### config.mk
export PLATFORM = sky130hd
export DESIGN_NAME = rot_ahb_dma
export DESIGN_NICKNAME = d
export VERILOG_FILES = /design/src/rtl/rot_ahb_dma.sv
export SDC_FILE = /design/constraint.sdc
export NUM_CORES = 1
export LEC_CHECK = 0
export CORE_MARGIN = 3
export CORE_UTILIZATION = 57
export CTS_CLUSTER_DIAMETER = 100
export CTS_CLUSTER_SIZE = 30
export DETAILED_ROUTE_END_ITERATION = 8
export PLACE_DENSITY = 0.86
export SLEW_MARGIN = 20
export SYNTH_ARGS = -nofsm -noshare
export SYNTH_HDL_FRONTEND = slang
export SYNTH_SLANG_ARGS = --single-unit
### constraint.sdc
create_clock -name I_HCLK -period 6.67 [get_ports I_HCLK]
set_input_delay 0.667 -clock I_HCLK [delete_from_list [all_inputs] [get_ports I_HCLK]]
set_output_delay 0.667 -clock I_HCLK [all_outputs]
set_load 0.02 [all_outputs]
### src/rtl/rot_ahb_dma.sv
// rot_ahb_dma: single-channel AHB master DMA engine.
// Moves I_CMD_BEATS 32-bit words between memory (AHB master port) and either
// a read FIFO (memory read) or an external write source (memory write).
// Ports:
//   I_HCLK / I_HRESET_N       clock, async active-low reset
//   I_CMD_*  / O_CMD_READY    command handshake (direction, start address, beats)
//   O_DMA_* / I_DMA_*         AHB master (bus request/grant, address/data phases)
//   O_RD_DATA/VALID, I_RD_READY  read-FIFO output stream
//   I_WR_DATA/LEVEL, O_WR_POP    write-source head word, fill level, pop strobe
//   O_BUSY / O_DONE           activity flag and one-cycle completion pulse
module rot_ahb_dma #(
    parameter int BURST_BEATS   = 8,
    parameter int RD_FIFO_DEPTH = 32
) (
    input  logic        I_HCLK,
    input  logic        I_HRESET_N,
    input  logic        I_CMD_VALID,
    output logic        O_CMD_READY,
    input  logic        I_CMD_WRITE,
    input  logic [31:0] I_CMD_ADDR,
    input  logic [15:0] I_CMD_BEATS,
    output logic        O_DMA_HBUSREQ,
    input  logic        I_DMA_HGRANT,
    output logic [31:0] O_DMA_HADDR,
    output logic [1:0]  O_DMA_HTRANS,
    output logic [2:0]  O_DMA_HSIZE,
    output logic [3:0]  O_DMA_HBURST,
    output logic        O_DMA_HWRITE,
    output logic [31:0] O_DMA_HWDATA,
    input  logic [31:0] I_DMA_HRDATA,
    input  logic        I_DMA_HREADY,
    output logic [31:0] O_RD_DATA,
    output logic        O_RD_VALID,
    input  logic        I_RD_READY,
    input  logic [31:0] I_WR_DATA,
    input  logic [15:0] I_WR_LEVEL,
    output logic        O_WR_POP,
    output logic        O_BUSY,
    output logic        O_DONE
);

    localparam int AW = $clog2(RD_FIFO_DEPTH);
    localparam int AL = $clog2(BURST_BEATS * 4);
    localparam logic [3:0] INCR_CODE = (BURST_BEATS == 4)  ? 4'b0011 :
                                       (BURST_BEATS == 16) ? 4'b0111 : 4'b0101;
    localparam logic [1:0] HT_IDLE   = 2'b00;
    localparam logic [1:0] HT_NONSEQ = 2'b10;
    localparam logic [1:0] HT_SEQ    = 2'b11;

    typedef enum logic [2:0] {ST_IDLE, ST_REQ, ST_XFER, ST_DRAIN, ST_DONE} state_t;

    state_t      state;
    logic [31:0] addr_q;      // start address of the next transfer
    logic [15:0] rem_q;       // beats not yet issued
    logic        write_q;
    logic [4:0]  beats_left;  // address phases left in the current transfer
    logic        dph_vld;     // a data phase is on the bus

    // read FIFO
    logic [31:0]   mem [RD_FIFO_DEPTH];
    logic [AW-1:0] wr_ptr, rd_ptr;
    logic [AW:0]   fifo_cnt;
    logic          push, pop;

    // transfer selection (evaluated while in REQ)
    logic        burst_ok, issue;
    logic [15:0] xfer_n;
    logic [16:0] rd_room;

    assign burst_ok = (rem_q >= 16'(BURST_BEATS)) && (addr_q[AL-1:0] == '0);
    assign xfer_n   = burst_ok ? 16'(BURST_BEATS) : 16'd1;
    // FIFO space must cover the whole transfer plus the data phase still in flight
    assign rd_room  = 17'(RD_FIFO_DEPTH) - 17'(fifo_cnt) - 17'(dph_vld && !write_q);
    assign issue    = write_q ? (I_WR_LEVEL >= xfer_n) : (rd_room >= {1'b0, xfer_n});

    assign push         = dph_vld && !write_q && I_DMA_HREADY;
    assign pop          = O_RD_VALID && I_RD_READY;
    assign O_RD_VALID   = (fifo_cnt != '0);
    assign O_RD_DATA    = O_RD_VALID ? mem[rd_ptr] : 32'd0;
    assign O_WR_POP     = dph_vld && write_q && I_DMA_HREADY;
    assign O_DMA_HWDATA = (dph_vld && write_q) ? I_WR_DATA : 32'd0;

    // data phase follows an accepted address phase; HREADY low freezes it
    always_ff @(posedge I_HCLK or negedge I_HRESET_N) begin
        if (!I_HRESET_N)
            dph_vld <= 1'b0;
        else if (I_DMA_HREADY)
            dph_vld <= O_DMA_HTRANS[1];
    end

    always_ff @(posedge I_HCLK) begin
        if (push)
            mem[wr_ptr] <= I_DMA_HRDATA;
    end

    always_ff @(posedge I_HCLK or negedge I_HRESET_N) begin
        if (!I_HRESET_N) begin
            wr_ptr   <= '0;
            rd_ptr   <= '0;
            fifo_cnt <= '0;
        end else begin
            if (push) wr_ptr <= wr_ptr + 1'b1;
            if (pop)  rd_ptr <= rd_ptr + 1'b1;
            case ({push, pop})
                2'b10:   fifo_cnt <= fifo_cnt + 1'b1;
                2'b01:   fifo_cnt <= fifo_cnt - 1'b1;
                default: fifo_cnt <= fifo_cnt;
            endcase
        end
    end

    always_ff @(posedge I_HCLK or negedge I_HRESET_N) begin
        if (!I_HRESET_N) begin
            state         <= ST_IDLE;
            addr_q        <= '0;
            rem_q         <= '0;
            write_q       <= 1'b0;
            beats_left    <= '0;
            O_CMD_READY   <= 1'b0;
            O_DMA_HBUSREQ <= 1'b0;
            O_DMA_HADDR   <= '0;
            O_DMA_HTRANS  <= HT_IDLE;
            O_DMA_HSIZE   <= 3'b000;
            O_DMA_HBURST  <= 4'b0000;
            O_DMA_HWRITE  <= 1'b0;
            O_BUSY        <= 1'b0;
            O_DONE        <= 1'b0;
        end else begin
            case (state)
                ST_IDLE: begin
                    O_CMD_READY <= 1'b1;
                    if (I_CMD_VALID && O_CMD_READY) begin
                        O_CMD_READY <= 1'b0;
                        addr_q      <= I_CMD_ADDR;
                        rem_q       <= I_CMD_BEATS;
                        write_q     <= I_CMD_WRITE;
                        if (I_CMD_BEATS == 16'd0) begin
                            state  <= ST_DONE;
                            O_DONE <= 1'b1;
                        end else begin
                            state         <= ST_REQ;
                            O_BUSY        <= 1'b1;
                            O_DMA_HBUSREQ <= 1'b1;
                        end
                    end
                end
                ST_REQ: begin
                    if (I_DMA_HGRANT && I_DMA_HREADY && issue) begin
                        state         <= ST_XFER;
                        O_DMA_HADDR   <= addr_q;
                        O_DMA_HTRANS  <= HT_NONSEQ;
                        O_DMA_HSIZE   <= 3'b010;
                        O_DMA_HBURST  <= burst_ok ? INCR_CODE : 4'b0000;
                        O_DMA_HWRITE  <= write_q;
                        beats_left    <= xfer_n[4:0];
                        addr_q        <= addr_q + {14'd0, xfer_n, 2'b00};
                        rem_q         <= rem_q - xfer_n;
                        // a single's only address phase is also its last one
                        O_DMA_HBUSREQ <= (xfer_n != 16'd1);
                    end else begin
                        // withdraw the request while the transfer cannot be issued
                        O_DMA_HBUSREQ <= issue;
                    end
                end
                ST_XFER: begin
                    // grant is ignored here: a started burst always completes
                    if (I_DMA_HREADY) begin
                        if (beats_left > 5'd1) begin
                            O_DMA_HADDR  <= O_DMA_HADDR + 32'd4;
                            O_DMA_HTRANS <= HT_SEQ;
                            beats_left   <= beats_left - 5'd1;
                            if (beats_left == 5'd2)
                                O_DMA_HBUSREQ <= 1'b0;
                        end else begin
                            O_DMA_HTRANS <= HT_IDLE;
                            if (rem_q != 16'd0) begin
                                state         <= ST_REQ;
                                O_DMA_HBUSREQ <= 1'b1;
                            end else begin
                                state <= ST_DRAIN;
                            end
                        end
                    end
                end
                ST_DRAIN: begin
                    if (!dph_vld || I_DMA_HREADY) begin
                        state        <= ST_DONE;
                        O_DONE       <= 1'b1;
                        O_BUSY       <= 1'b0;
                        O_DMA_HSIZE  <= 3'b000;
                        O_DMA_HBURST <= 4'b0000;
                        O_DMA_HWRITE <= 1'b0;
                    end
                end
                ST_DONE: begin
                    O_DONE      <= 1'b0;
                    O_CMD_READY <= 1'b1;
                    state       <= ST_IDLE;
                end
                default: state <= ST_IDLE;
            endcase
        end
    end

endmodule

==> summary.md <==
| Metric | Value |
|---|---|
| Nets | `2,808` |
| Critical path data arrival time | `around 4.5 ns` |
| Yosys top cell area share | `between 60% and 70%` |
| Max Slew Vio Count | `0` |
| Post_cts resized | `0` |
| Final Cycle Share | `between 70% and 80%` |
| Layout cells sized above 1 | `18.7%` |
| WS Path Type | `register to output port` |
| Synth Register Bits | `1,139` |
| Core Area | `79,800 sq um` |
| Area leader, netlist | `edfxtp_1` |
| Status | `finished, final reports clean` |
| Vias/cell | `between 6 and 7` |
| GRT Total Usage | `28.3%` |
| Hold WS | `0.0982 ns` |
| Die width | `291 microns` |
| Final setup vio count | `0` |
| Crit-path max FO | `35` |
| First-pass detailed-route iteration total | `5` |
| Setup bufs post-CTS | `0` |
| PD cells | `385 nW/um^2` |
| Clk Tree Root Cell | `clkbuf_16` |
| Clk slew on worst S/H paths | `0.12 ns` |
| HP Class | `input pin to asynchronous set/reset pin` |
| Die area | `84,800 sq um` |
| Num ports | `approximately 250` |
| Worst EP required | `roughly 6.0 ns` |
| # rows | `103` |
| Main area contributors after synthesis | `edfxtp_1 (66%), mux4_2 (16%), dfrtp_1 (6.2%)` |
| RSZ-0062 raised after global routing | `no` |
| Seq/Total Area, Yosys | `between 70% and 80%` |
| Maximum vdd drop | `about 0.00034 V` |
| Max-slew headroom | `between 20% and 30%` |
| Final hold violation count | `0` |
| DR WL/cell | `32.2 microns` |
| Netlist cell types | `74` |
| Final setup skew | `0.0577 ns` |
| Clock Tree Buf Depth | `3` |
| Leakage | `16.4 nW` |
| Total CTS buffers | `44` |
| Async S/R FF share, synth | `10.1%` |
| Layout area overhead | `11.1%` |
| Initial antenna violation count | `3` |
| Global-route wire length before repair | `roughly 180,000 microns` |
| Number of global-route vias before repair | `26,100` |
| Synth warn | `0` |
| DRC viols | `0` |
| Largest net degree at the start of global routing | `93` |
| Detailed Place HPWL | `68,000 microns` |
| CTS H-tree lvls | `2` |
| Starting density of the core | `58.1%` |
| CTS tree | `done` |
| Layout Cells excl Fill | `between 3,000 and 4,000` |
| Number of buffers added on ports | `approximately 240` |
| Placer Congestion | `approximately 0.89` |
| CTS hold repair buffers | `0` |
| Post-Place Cells | `3,648` |
| Clk_lat worst skew | `0.67 ns` |
| Post-synth EDFFs | `about 1,000` |
| Remaining Overflow, GRT | `0` |
| Post-synth top flop | `edfxtp_1` |
| Post-layout min period | `5.15 ns` |
| Final-layout fill cell count | `slightly below 5,000` |
| Die height | `291 microns` |
| Worst slew pin tran | `around 1.1 ns` |
| Clk sink count | `1,139` |
| Max Cap Violations | `0` |
| Detailed Route WL | `roughly 120,000 microns` |
| Syn Inst Count | `about 2,500` |
| Max Fclk | `around 190 MHz` |
| Setup tns final | `0 ns` |
| Mean post-synth cell area | `18.9 sq um` |
| Via count | `between 20,000 and 30,000` |
| Initial DRC count | `3,775` |
| Setup crit start kind | `register` |
| Synthesized area | `46,400 sq um` |
| R2r worst-path depth | `14` |
| Detail Route Antenna Nets | `0` |
| Worst Setup End Kind | `output port` |
## sequential cells by signal (all words and copies together), names as in the netlist, 2 cells and up
name / flops
O_DMA_HTRANS: 2
rem_q: 16
wr_ptr: 5
addr_q: 32
mem: 1024
fifo_cnt: 6
state: 3
O_DMA_HADDR: 32
beats_left: 5
rd_ptr: 5
## cell usage after synthesis, types with 8 or more instances
| library cell | instances |
|---|---|
| edfxtp_1 | 1024 |
| mux4_2 | 320 |
| nor2_1 | 131 |
| dfrtp_1 | 115 |
| clkbuf_1 | 104 |
| nand2_1 | 94 |
| a21oi_1 | 89 |
| o21ai_0 | 75 |
| and3_1 | 44 |
| nand3_1 | 41 |
| mux2i_1 | 34 |
| nor3_1 | 34 |
| buf_1 | 28 |
| ha_1 | 27 |
| inv_1 | 25 |
| o21ai_1 | 25 |
| a31oi_1 | 22 |
| nor4_1 | 16 |
| nand4_1 | 15 |
| o22ai_1 | 13 |
| xnor2_1 | 11 |
| buf_2 | 10 |
| a211oi_1 | 8 |
| o21a_1 | 8 |
| or3_1 | 8 |
## metal layers
metal  global-route usage [%]  vias up  wire, microns
met3                     5.21      269          13700
met2                     46.5     1925          59900
met5                        0        -              0
met4                     9.94        0           4500
met1                     38.6    13100          41600
li1                         -    10300              -
## final cells by class
class	count	area, sq um	area share, %
antenna	4	10.0	0.0194
clock buffer	54	1140	2.21
clock inverter	7	111	0.216
inverter	25	93.8	0.182
multi-input combinational	1137	12300	23.9
sequential	1139	33600	65.3
tap	1050	1310	2.55
timing repair buffer	298	2880	5.58
## path summary, 6_finish.rpt
path                                 from               to  slack, ns
setup / recovery                rd_ptr[0]     O_RD_DATA[7]       1.52
hold / removal                 I_HRESET_N       addr_q[29]        0.1
setup reg to reg                  dph_vld  O_DMA_HADDR[17]       2.33
hold reg to reg            O_DMA_HSIZE[1]   O_DMA_HSIZE[1]       0.50
max in group asynchronous      I_HRESET_N      fifo_cnt[4]       5.28
min in group I_HCLK        O_DMA_HSIZE[1]   O_DMA_HSIZE[1]       0.50
## cells in the final DEF, fill, tap and decap left out, types with 5 or more instances in the layout
cell type | Yosys | routed
inv_1 | 25 | 25
nor2b_1 | 7 | 7
or4_1 | 5 | 5
o21ai_0 | 75 | 75
dfrtp_1 | 115 | 110
a21oi_1 | 89 | 89
mux2i_1 | 34 | 34
a31oi_1 | 22 | 22
clkbuf_16 | 0 | 44
nand2_1 | 94 | 94
nand4_1 | 15 | 15
and3_1 | 44 | 44
nand3_1 | 41 | 41
a2bb2oi_1 | 6 | 6
buf_2 | 10 | 7
or3_1 | 8 | 8
mux4_2 | 320 | 320
xnor2_1 | 11 | 11
clkbuf_1 | 104 | 10
o22a_1 | 6 | 6
ha_1 | 27 | 27
nor4_1 | 16 | 13
edfxtp_1 | 1024 | 1024
nor3_1 | 34 | 34
and2_1 | 7 | 7
o21ai_1 | 25 | 25
buf_4 | 6 | 52
xor2_1 | 6 | 6
nor2_4 | 0 | 32
o21a_1 | 8 | 8
nand2b_1 | 6 | 6
clkdlybuf4s50_1 | 0 | 234
a211oi_1 | 8 | 8
o22ai_1 | 13 | 13
nor2_1 | 131 | 99
## critical path, stage by stage (launching register included)
cell             delay [ns]
dfrtp_4                0.95
buf_4                  0.66
mux4_2                 0.62
mux4_2                 0.50
mux2i_1                0.37
nor2_1                 0.08
clkdlybuf4s50_1        0.57
## per-stage QoR
step / area (sq um) / power (W) / utilization [%] / worst slack [ns]
2_1_floorplan: 46400 / 0.0140 / - / 3.27
3_3_place_gp: 50200 / 0.0162 / 63.0 / 2.23
3_5_place_dp: 50200 / 0.0165 / 63.0 / 2.13
4_1_cts: 51500 / 0.0199 / 64.5 / 1.36
5_1_grt: 51500 / 0.0206 / 64.5 / 1.25
6_report: 51500 / 0.0198 / 64.6 / 1.52
## power breakdown
| group | internal, W | switching [W] | total [W] | leakage [nW] |
|---|---|---|---|---|
| Clock | 0.00125 | 0.00207 | 0.00332 | 0.602 |
| Combinational | 0.00362 | 0.00390 | 0.00752 | 5.24 |
| Sequential | 0.00821 | 0.000781 | 0.00899 | 10.6 |
## kinds of logic after synthesis
| logic type | count (synthesis) | share of synthesized area, % |
|---|---|---|
| buffers and inverters | 177 | 1.56 |
| XOR/XNOR | 17 | 0.321 |
| AND/OR/NAND/NOR | 430 | 4.49 |
| flip-flops | 1139 | 72.5 |
| multiplexers | 358 | 16.4 |
| AO/OA/AOI/OAI | 300 | 3.97 |
| adder cells (fa/ha/maj) | 28 | 0.772 |
| other | 1 | 0.00809 |
(Power assumes the default switching activity.)
==> edit (config.mk and constraints unchanged) <==
Change the parameter `RD_FIFO_DEPTH` from 32 to 64.
--- a/src/rtl/rot_ahb_dma.sv
+++ b/src/rtl/rot_ahb_dma.sv
@@ -10,7 +10,7 @@
 //   O_BUSY / O_DONE           activity flag and one-cycle completion pulse
 module rot_ahb_dma #(
     parameter int BURST_BEATS   = 8,
-    parameter int RD_FIFO_DEPTH = 32
+    parameter int RD_FIFO_DEPTH = 64
 ) (
     input  logic        I_HCLK,
     input  logic        I_HRESET_N,
Check against the original RTL: same outputs for any inputs over 4 cycles, from zero or initial values and one cycle with I_HRESET_N low; that may be too few to reach the edited logic, so the function may still have changed.
==> edit against the original RTL <==
Total power increased by 82%; area after synthesis increased by 84%; synthesized cell count increased by 62%; routed wire length increased by 110%; sequential cell count increased by 1027; hold slack improved by 360 ps; first-iteration DRC count increased by 110%; design area increased by 81%; setup slack got worse by 670 ps; core utilization decreased by 1.6 points; die area increased by 82%; critical path depth unchanged; largest cell class unchanged; highest routed layer is now met5.
==> edit: results (changes against the original RTL) <==
----------------------------------------------------
[Route]
  Met3 wire length ... 33.1 mm (+140%)
  Number of detailed-route iterations in the first pass ... 6 (+1)
  Total length of routed met2 wires ... 124 mm (+110%)
  Highest signal layer in the routed design ... met5
  Met1 WL ... 76.2 mm (+83%)

[Cells and area]
  Clock tree buffer count of the final layout ... 98 (+81%)
  FF+latch count ... 2166 (+90%)
  Non-clock inverter instance count of the final layout ... 19 (-24%)
  Data buffer area share ... 3.87% (-1.7 points)
  Clock buffer and inverter area fraction after layout ... 2.55% (+0.12 points)
  Count of plain and timing-repair buffers ... 365 (+22%)
  Net count reported at finish ... 4347 (+55%)
  Multi-input logic cell count ... 1551 (+36%)
  Area taken by multi-input logic gates ... 20300 um2 (+65%)
  N_diodes ... 11 (+7)
  Registers with the most flip-flops ... mem: 2048 flops, O_DMA_HADDR: 32 flops, addr_q: 32 flops
  Share of cell area taken by flip-flops and latches ... 69.1% (+3.8 points)
  Fraction of layout instances using a drive strength above 1 ... 23.5% (+4.8 points)

[Global routing]
  Met2 Usage GRT ... 53.5% (+7.1 points)
  Global-route wire length before repair ... 350 mm (+99%)
  Antenna violations before repair ... 15 (+12)
  All-Layer GR Usage ... 32.8% (+4.6 points)
  Met1 capacity usage during global routing ... 40.9% (+2.2 points)
  Met3 capacity usage during global routing ... 8.06% (+2.8 points)

[Power and ir drop]
  Maximum resistive drop on vdd ... 0.000647 V (+88%)
  Lkg Pwr ... 0.0287 uW (+75%)

[Setup path]
  Highest cell delay on the worst timing path ... 1020 ps (+70 ps)
  Arrival time of the worst setup path ... 5150 ps (+670 ps)
  Setup slack of the most critical reg-to-reg path ... 1980 ps (-350 ps)
  CP Max Fanout ... 42 (+20%)

[STA]
  Worst-case hold slack ... 457 ps (+359 ps)
  Transition time of the tightest slew-check pin ... 1210 ps (+78.3 ps)
  Final Skew ... 41.2 ps (-16.4 ps)

[Clocking]
  Number of buffers inserted to repair setup after CTS ... 0 (unchanged)
  Clock H-tree levels ... 3 (+1)
  Cts-stage hold buffer count ... 1 (+1)
  Cell at the root of the clock tree ... clkbuf_16
  Number of CTS-inserted buffers ... 83 (+89%)
  Worst-skew pair later-pin latency ... 760 ps (+90 ps)

[Logic synthesis]
  Post-synth EDFFs ... 2048 (+100%)
  Top cells by instance count after synthesis ... 2048 x edfxtp_1, 640 x mux4_2, 149 x nand2_1, 134 x clkbuf_1, 129 x nor2_1
  Portion of the post-synthesis area used by sequential elements ... 75.6% (+3.0 points)
  Synth area leaders ... edfxtp_1 72%, mux4_2 17%, dfrtp_1 3.5%
  Share of flip-flops with an asynchronous set or reset after synthesis ... 5.45% (-4.6 points)

[Placed design]
  Final estimated routing congestion in global placement ... 0.848 (-4.6%)
  Detailed placement HPWL ... 140 mm (+110%)

[Status]
  Outcome ... completed

[Min path]
  Tightest Hold Check Type ... input port to flip-flop

----------------------------------------------------
edit: power by group:
| part | internal (uW) | total [uW] | switching [uW] | leakage [uW] |
|---|---|---|---|---|
| sequential | 15300 | 16200 | 882 | 0.0198 |
| combinational | 6000 | 13300 | 7330 | 0.00779 |
| clock | 2430 | 6470 | 4040 | 0.00115 |
edit: per-stage QoR:
step | std cells | setup WS [ps] | cell area (um2)
2_1_floorplan | 3960 | 2890 | 85300
3_3_place_gp | 6022 | 1920 | 90600
3_5_place_dp | 6022 | 1800 | 90600
4_1_cts | 6133 | 924 | 93000
5_1_grt | 6146 | 763 | 93300
6_report | 6152 | 852 | 93300
edit: path summary, 6_finish.rpt:
path	startpoint	endpoint	cells after the start
setup / recovery	rd_ptr[0]	O_RD_DATA[27]	6
hold / removal	I_DMA_HRDATA[0]	mem[48][0]	1
setup reg to reg	rem_q[10]	rem_q[10]	12
hold reg to reg	O_DMA_HSIZE[1]	O_DMA_HSIZE[1]	2
max in group asynchronous	I_HRESET_N	O_DMA_HADDR[0]	3
min in group asynchronous	I_HRESET_N	rd_ptr[1]	2
edit: worst reg2reg max path, stage by stage (launching register included):
cell and delay [ps]:
dfrtp_1 460, nor4_1 450, nor2b_1 280, and3_1 270, or3_1 510, ha_1 340, or4b_2 630, a21oi_1 370
nor3_1 140, o21a_2 200, a21boi_4 600, nor2_1 140, o22a_1 200
edit: kinds of logic (layout without fill, tap and decap cells):
kind of cell    Yosys count  after routing  synth area share [%]
flops                  2166           2166                  75.6
mux                     708            708                  17.7
simple gates            465            465                  2.54
compound gates          324            324                  2.30
buf+inv                 243            494                  1.25
fa+ha+maj                26             26                 0.390
xor+xnor                 24             24                 0.263
other cells               1             15               0.00440
